## src/rtl/shift_reg_pkg.sv

```systemverilog
// Shared types for the universal shift register: operating modes and the
// remembered shift direction that selects which end bit drives sout.
package shift_reg_pkg;

    typedef enum logic [1:0] {
        HOLD = 2'b00,
        SHL  = 2'b01,
        SHR  = 2'b10,
        LOAD = 2'b11
    } shift_mode_e;

    typedef enum logic {
        LEFT  = 1'b0,
        RIGHT = 1'b1
    } dir_e;

    // True for the modes that move data and therefore advance the frame count.
    function automatic logic is_shift(input shift_mode_e m);
        return (m == SHL) || (m == SHR);
    endfunction

endpackage

```

## src/rtl/shift_bit_cnt.sv

```systemverilog
// Modulo-WIDTH shift counter. wrap marks the increment that completes a frame,
// so the owner can capture the frame on the same edge that the count rolls over.
module shift_bit_cnt #(
    parameter  int WIDTH = 8,
    localparam int CNT_W = $clog2(WIDTH)
) (
    input  logic             clk,
    input  logic             res,
    input  logic             inc,
    input  logic             clr,
    output logic [CNT_W-1:0] cnt,
    output logic             wrap
);

    localparam logic [CNT_W-1:0] LAST = CNT_W'(WIDTH - 1);

    logic [CNT_W-1:0] cnt_reg;
    logic [CNT_W-1:0] cnt_next;

    assign wrap = inc && (cnt_reg == LAST);
    assign cnt  = cnt_reg;

    // Next count: clear wins, otherwise step and roll over at the last position.
    always_comb begin
        cnt_next = cnt_reg;
        if (clr) begin
            cnt_next = '0;
        end else if (inc) begin
            cnt_next = wrap ? '0 : cnt_reg + CNT_W'(1);
        end
    end

    // Count register with synchronous reset.
    always_ff @(posedge clk) begin
        if (res) begin
            cnt_reg <= '0;
        end else begin
            cnt_reg <= cnt_next;
        end
    end

endmodule

```

## src/rtl/shift_reg_univ.sv

```systemverilog
// Universal shift register: shift left/right (optionally rotating), parallel
// load and hold. Every WIDTH shifts a one-cycle frame_valid pulse is raised
// and the post-shift contents are captured in pout as a stable snapshot.
module shift_reg_univ
    import shift_reg_pkg::*;
#(
    parameter  int               WIDTH     = 8,
    parameter  logic [WIDTH-1:0] RESET_VAL = '0,
    localparam int               CNT_W     = $clog2(WIDTH)
) (
    input  logic             clk,
    input  logic             res,
    input  logic             en,
    input  shift_mode_e      mode,
    input  logic             rotate,
    input  logic             sin,
    input  logic [WIDTH-1:0] pin,
    output logic [WIDTH-1:0] q,
    output logic             sout,
    output logic [WIDTH-1:0] pout,
    output logic             frame_valid,
    output logic [CNT_W-1:0] bit_cnt
);

    logic [WIDTH-1:0] q_reg;
    logic [WIDTH-1:0] q_next;
    logic [WIDTH-1:0] pout_reg;
    logic             frame_valid_reg;
    dir_e             dir_reg;
    dir_e             dir_next;

    logic [WIDTH-1:0] shl_val;
    logic [WIDTH-1:0] shr_val;
    logic             b_left;
    logic             b_right;
    logic             inc;
    logic             clr;
    logic             wrap;

    // Bit entering the vacated end: the opposite end bit when rotating, else sin.
    assign b_left  = rotate ? q_reg[WIDTH-1] : sin;
    assign b_right = rotate ? q_reg[0]       : sin;

    // Per-bit wiring of the left- and right-shifted candidates.
    generate
        for (genvar gi = 0; gi < WIDTH; gi++) begin : g_bit
            if (gi == 0) begin : g_lo
                assign shl_val[gi] = b_left;
            end else begin : g_lo_mid
                assign shl_val[gi] = q_reg[gi-1];
            end
            if (gi == WIDTH - 1) begin : g_hi
                assign shr_val[gi] = b_right;
            end else begin : g_hi_mid
                assign shr_val[gi] = q_reg[gi+1];
            end
        end
    endgenerate

    // Mode decode: pick the next register value, direction and counter controls.
    always_comb begin
        q_next   = q_reg;
        dir_next = dir_reg;
        inc      = 1'b0;
        clr      = 1'b0;
        if (en) begin
            case (mode)
                SHL: begin
                    q_next   = shl_val;
                    dir_next = LEFT;
                    inc      = 1'b1;
                end
                SHR: begin
                    q_next   = shr_val;
                    dir_next = RIGHT;
                    inc      = 1'b1;
                end
                LOAD: begin
                    q_next = pin;
                    clr    = 1'b1;
                end
                default: begin
                end
            endcase
        end
    end

    shift_bit_cnt #(
        .WIDTH (WIDTH)
    ) u_cnt (
        .clk  (clk),
        .res  (res),
        .inc  (inc),
        .clr  (clr),
        .cnt  (bit_cnt),
        .wrap (wrap)
    );

    // Datapath, direction and frame snapshot registers; the snapshot takes the
    // post-shift value so pout equals q on the cycle frame_valid is high.
    always_ff @(posedge clk) begin
        if (res) begin
            q_reg           <= RESET_VAL;
            dir_reg         <= LEFT;
            pout_reg        <= '0;
            frame_valid_reg <= 1'b0;
        end else begin
            q_reg           <= q_next;
            dir_reg         <= dir_next;
            frame_valid_reg <= wrap;
            if (wrap) begin
                pout_reg <= q_next;
            end
        end
    end

    assign q           = q_reg;
    assign pout        = pout_reg;
    assign frame_valid = frame_valid_reg;
    assign sout        = (dir_reg == LEFT) ? q_reg[WIDTH-1] : q_reg[0];

endmodule

```

## config.mk

```make
export PLATFORM = sky130hd
export DESIGN_NAME = shift_reg_univ
export DESIGN_NICKNAME = d
export VERILOG_FILES = /design/src/rtl/shift_reg_pkg.sv /design/src/rtl/shift_bit_cnt.sv /design/src/rtl/shift_reg_univ.sv
export SDC_FILE = /design/constraint.sdc
export NUM_CORES = 1
export LEC_CHECK = 0
export CAP_MARGIN = 40
export CORE_MARGIN = 1
export CORE_UTILIZATION = 60
export CTS_CLUSTER_DIAMETER = 40
export DETAILED_ROUTE_END_ITERATION = 6
export DONT_BUFFER_PORTS = 1
export PLACE_DENSITY = 0.78
export SLEW_MARGIN = 20
export SYNTH_ARGS = -nofsm -noshare
export SYNTH_HDL_FRONTEND = slang
export SYNTH_HIERARCHICAL = 1
export SYNTH_SLANG_ARGS = --single-unit
export TNS_END_PERCENT = 10
```

## constraint.sdc

```tcl
create_clock -name clk -period 2.7 [get_ports clk]
set_input_delay 0.27 -clock clk [delete_from_list [all_inputs] [get_ports clk]]
set_output_delay 0.27 -clock clk [all_outputs]
set_load 0.05 [all_outputs]
```

======== Yosys cells after proc, flatten, opt, wreduce, memory -nomap -nowiden ========
Index checks and enable logic that the tools add are counted.
word-level totals
  register bits ........................... 21
  input bits .............................. 15
  output and inout port bits .............. 21
  logic and storage cells ................. 26
cells by class
  $add $sub $neg .......................... 1
  equality and inequality tests ........... 4
  mux-type cells .......................... 11
  reduce and logical (&&, ||, !) cells .... 5
operators with widths
  operator                                                                count
  8-bit one-hot mux with 3 select lines                                   1
  8-bit two-way mux                                                       1
  1-bit two-way mux                                                       7
  2-bit equality test (second input constant)                             2
  2-bit OR reduction                                                      2
  3-bit by 1-bit adder with 3-bit output (second input constant)          1
  3-bit equality test (second input constant)                             1
  3-bit two-way mux                                                       1
  2-bit by 1-bit equality test with 1-bit output (second input constant)  1
  1-bit one-hot mux with 2 select lines                                   1
  2-bit AND reduction                                                     1
  2-bit nonzero test                                                      1
  1-bit logical AND                                                       1

======== Depth between registers and ports, before layout ========
  depth after elaboration ................. 6
  gate-level depth with buffers ........... 8

======== Modules after synthesis ========
The synthesis kept the hierarchy.
by module, submodules not included
  module          instances  cells each  area each (um^2)
  shift_reg_univ  1          95          914.6
  shift_bit_cnt   1          14          155.1

======== Worst setup path before layout ========
No wires, ideal clock.
  path kind ............................... flip-flop to flip-flop
  start point ............................. register u_cnt.cnt_reg[0] (netlist: u_cnt/cnt[0])
  end point ............................... register pout_reg[0] (netlist: pout[0])
  library setup time ...................... 0.137 ns
  arrival ................................. 1.752 ns
  data required time ...................... 2.563 ns
  setup slack ............................. 0.811 ns
  stages on the path, launching flop included .. 8
  path buffers ............................ 1
  period minus slack after synthesis ...... 1.889 ns
  path through ............................ dfxtp_1 > ha_1 > ha_1 > and2_1 > buf_2 > nand3b_1 > a211oi_1 > nor4_1
on the way
  cells in the longest elaborated chain, start to end .. 2
RTL lines
  element                   RTL line               text
  start: declaration        shift_bit_cnt.sv:17    logic [CNT_W-1:0] cnt_reg;
  start signal: assignment  shift_bit_cnt.sv:38    cnt_reg <= cnt_next;
  3-bit equality test       shift_bit_cnt.sv:20    assign wrap = inc && (cnt_reg == LAST);
  1-bit logical AND         shift_bit_cnt.sv:20
  named net wrap            shift_reg_univ.sv:38   logic wrap;
  end signal: assignment    shift_reg_univ.sv:112  pout_reg <= q_next;
  end: declaration          shift_reg_univ.sv:27   logic [WIDTH-1:0] pout_reg;
The timed path passes the listed nets, and every way through them passes these cells.
A chain may end at the register's enable or synchronous reset.

======== Worst setup path in the final report ========
Ends and elaborated chain as after synthesis.

==> results_tabular.tex <==
\begin{tabular}{lr}
\hline
Metric & Value \\
\hline
\multicolumn{2}{l}{\textbf{Synthesis}} \\
Number of unique standard cell types used by synthesis & 24 \\
Count of yosys warnings during synthesis & 6 \\
Largest area contributor in the synthesized netlist & sky130\_fd\_sc\_hd\_\_dfxtp\_1 \\
Cell Area, Synth & 1070 µm² \\
Sequential area share after synthesis & 39.3\% \\
Area share of the largest cell type after synthesis & 39.3\% \\
Synthesized net count & 130 \\
Average size of a mapped cell & 9.81 µm² \\
Main area contributors after synthesis & sky130\_fd\_sc\_hd\_\_dfxtp\_1 (39\%), sky130\_fd\_sc\_hd\_\_a211oi\_1 (11\%), sky130\_fd\_sc\_hd\_\_ha\_1 (7.0\%) \\
Synth Instances & 109 \\
Synthesized flop and latch total & 21 \\
\multicolumn{2}{l}{\textbf{Place}} \\
Placed wire-length estimate after detailed placement & 1640 µm \\
Post-place setup slack & 0.740 ns \\
Area after DPL & 1060 µm² \\
Count of buffers from port buffering & 0 \\
Routability-driven placement congestion ratio & 0.796 \\
\multicolumn{2}{l}{\textbf{Worst hold path}} \\
Startpoint of the most critical hold path & res \\
Worst min-delay path category & in -> reg \\
End point of the worst hold path & dir\_reg \\
Cell depth of the worst min-delay path & 1 \\
\multicolumn{2}{l}{\textbf{Critical path}} \\
Largest stage delay on the critical path & 0.70 ns \\
Sort of element at the start of the critical path & register \\
Worst r2r path cells & 6 \\
Crit path max-delay family & flip-flops \\
Worst path bufs/invs & 0 \\
Critical R2R Launch & u\_cnt/cnt[0] \\
CP Data Required Time & 2.91 ns \\
Cells traversed along the worst timing path & ha\_1 > ha\_1 > and2\_1 > nand3b\_1 > a211oi\_1 > nor4\_1 \\
Worst setup slack for register-to-register paths & 0.71 ns \\
CP endpoint kind & register \\
Crit Path Class & reg -> reg \\
Critical-path cell with the highest stage delay & sky130\_fd\_sc\_hd\_\_dfxtp\_1 \\
Most repeated library cell on the critical path & sky130\_fd\_sc\_hd\_\_ha\_1 \\
Critical path peak fanout & 8 \\
Data arrival time at the worst-slack endpoint & 2.20 ns \\
Endpoint of the lowest-slack register-to-register path & pout[0] \\
\multicolumn{2}{l}{\textbf{Cells and area}} \\
Top library cells by usage in the layout, fill and taps aside & sky130\_fd\_sc\_hd\_\_dfxtp\_1 (21), sky130\_fd\_sc\_hd\_\_a211oi\_1 (15), sky130\_fd\_sc\_hd\_\_nor2\_1 (11) \\
Final core utilization & 71.0\% \\
Most frequent standard cell in the layout excluding fill and tap cells & sky130\_fd\_sc\_hd\_\_dfxtp\_1 \\
Final-stage net count & 132 \\
Signed area change from the synthesized netlist to the final layout & 4.56\% \\
Post-Layout Inst Area & 1120 µm² \\
Fraction of final layout cells with drive strength greater than 1 & 11.8\% \\
Number of fill cells & 126 \\
Final antenna diode count & 0 \\
\multicolumn{2}{l}{\textbf{Route}} \\
Routed vias & 900 \\
Remaining antenna violation count & 0 \\
Number of search-and-repair iterations in the first detailed-routing pass & 7 \\
Number of DRC markers in iteration 0 & 52 \\
DR WL/cell & 19.9 µm \\
Number of DRC violations after detailed routing & 5 \\
Drt via density & 7.14 \\
Aggregate routed wire length & 2500 µm \\
\multicolumn{2}{l}{\textbf{Global route}} \\
Global-route total usage across every layer & 27.2\% \\
Number of global-route vias before repair & 879 \\
Overall overflow remaining after global route & 0 \\
Number of antenna violations at the first check in global routing & 0 \\
Global-route wire length before repair & 3840 µm \\
Maximum number of pins on one net before global-route repair & 21 \\
\multicolumn{2}{l}{\textbf{Pwr}} \\
Power share of the clock group & 26.1\% \\
Worst ir drop on vdd & 346 µV \\
Ratio of total power to cell area & 542 nW/µm² \\
LEAKAGE & 0.431 nW \\
Switching fraction of total power & 32.4\% \\
Relative contribution of combinational cells to total power & 12.9\% \\
Internal power contribution & 0.410 mW \\
Power share of the sequential group & 61.0\% \\
Net switching component of the power & 0.196 mW \\
\multicolumn{2}{l}{\textbf{STA}} \\
Final setup viols & 0 \\
Slew HR & 55.7\% \\
Final critical path time including I/O delays and setup & 1.99 ns \\
Final-layout setup total negative slack & 0 ns \\
Setup repair after global routing missed its margin & false \\
Pins Over Slew Limit & 0 \\
Tcrit/Tclk final & 73.9\% \\
Final hold slack & 0.0128 ns \\
Max frequency & 501 MHz \\
Final worst slack & 0.705 ns \\
Total count of hold-check failures in the final report & 0 \\
Worst Max-Slew Pin Slew & 0.664 ns \\
Layout Skew & 0.00243 ns \\
\multicolumn{2}{l}{\textbf{Clock network}} \\
Clock transition at the register clock pins on the worst setup and hold paths after CTS & 0.12 ns \\
Number of CTS-inserted buffers & 3 \\
CTS tree & built \\
Deepest clock path buffer count & 2 \\
H-tree depth & 1 \\
CTS Root Cell & sky130\_fd\_sc\_hd\_\_clkbuf\_4 \\
CTS Sinks & 21 \\
Clock network latency to the later pin of the worst-skew pair & 0.31 ns \\
\multicolumn{2}{l}{\textbf{Die}} \\
Chip Width & 44.2 µm \\
Initial cell density of the core & 67.9\% \\
Row Count & 14 \\
Die Outline Area & 1960 µm² \\
I/O pin total & 36 \\
Core region area & 1580 µm² \\
Die Ht & 44.2 µm \\
\multicolumn{2}{l}{\textbf{Job}} \\
Reported max-cap violation count & 0 \\
\multicolumn{2}{l}{\textbf{Status}} \\
Status & complete, but fails checks \\
Violated checks & design-rule violations \\
\hline
\end{tabular}
-- layer usage --
metal / vias up / GRT usage (%) / routed length (µm)
met4: 0 / 10.9 / 29
met5: - / 0 / 0
li1: 415 / - / -
met1: 425 / 32.2 / 1040
met3: 4 / 7.76 / 211
met2: 56 / 46.2 / 1220
-- power by group through the flow --
stage / registers [mW] / logic (mW) / clock network (mW)
2_1_floorplan: 0.374 / 0.0640 / 0
3_3_place_gp: 0.376 / 0.0673 / 0
3_5_place_dp: 0.377 / 0.0704 / 0
4_1_cts: 0.369 / 0.0741 / 0.157
5_1_grt: 0.371 / 0.0840 / 0.173
6_report: 0.370 / 0.0782 / 0.158
-- logic make-up after synthesis --
logic type                 Yosys count  share of synthesized area, %
AOI/OAI and AO/OA                   34                          26.4
and+or+nand+nor                     32                          16.7
DFF                                 21                          39.3
buffers and inverters               11                          5.50
adders and majority gates            6                          7.02
muxes                                5                          5.03
-- cells in the mapped netlist --
| cell | number |
|---|---|
| sky130_fd_sc_hd__nor3b_1 | 2 |
| sky130_fd_sc_hd__mux2_2 | 3 |
| sky130_fd_sc_hd__and2_1 | 3 |
| sky130_fd_sc_hd__a211oi_2 | 3 |
| sky130_fd_sc_hd__buf_4 | 1 |
| sky130_fd_sc_hd__mux2i_1 | 2 |
| sky130_fd_sc_hd__nor2_1 | 11 |
| sky130_fd_sc_hd__ha_1 | 6 |
| sky130_fd_sc_hd__a222oi_1 | 6 |
| sky130_fd_sc_hd__dfxtp_1 | 21 |
| sky130_fd_sc_hd__nand3b_1 | 2 |
| sky130_fd_sc_hd__buf_6 | 1 |
| sky130_fd_sc_hd__a211oi_1 | 15 |
| sky130_fd_sc_hd__nand2b_1 | 2 |
| sky130_fd_sc_hd__inv_1 | 2 |
| sky130_fd_sc_hd__a22o_1 | 2 |
| sky130_fd_sc_hd__o21bai_1 | 6 |
| sky130_fd_sc_hd__a21oi_1 | 2 |
| sky130_fd_sc_hd__or3b_1 | 1 |
| sky130_fd_sc_hd__nor3_1 | 1 |
| sky130_fd_sc_hd__clkbuf_1 | 2 |
| sky130_fd_sc_hd__nor2b_1 | 8 |
| sky130_fd_sc_hd__nor4_1 | 2 |
| sky130_fd_sc_hd__buf_2 | 5 |
-- cell type report --
class	count	area (µm²)	area share [%]
multi-input cells	77	591	52.8
flip-flops and latches	21	420	37.6
clock buffers	3	22.5	2.01
inverters	2	7.51	0.671
repair buffers	6	52.6	4.70
clock inverters	1	5.00	0.447
well taps	16	20.0	1.79
-- timing repair --
item / in CTS / in global routing
resized for setup: 0 / 0
setup endpoints to repair: 0 / 0
endpoints found under the hold margin: 2 / 7
hold buffers: 2 / 1
setup buffers: 0 / 0
-- metrics by stage --
step	std cells	total power, mW
6_report	126	0.606
5_1_grt	126	0.628
4_1_cts	125	0.601
3_5_place_dp	119	0.447
3_3_place_gp	119	0.443
2_1_floorplan	109	0.438
-- how the worst max path moves through the flow --
stage	to	slack [ns]	from	cells past startpoint
after floorplan	pout[0]	0.81	u_cnt/cnt[0]	7
after global placement	pout[7]	0.83	u_cnt/cnt[0]	6
after detailed placement	pout[0]	0.74	u_cnt/cnt[0]	6
after CTS	pout[0]	0.73	u_cnt/cnt[0]	6
after global routing	pout[0]	0.57	u_cnt/cnt[0]	6
final	pout[0]	0.71	u_cnt/cnt[0]	6
No activity file was read; power rests on OpenSTA's default activity.
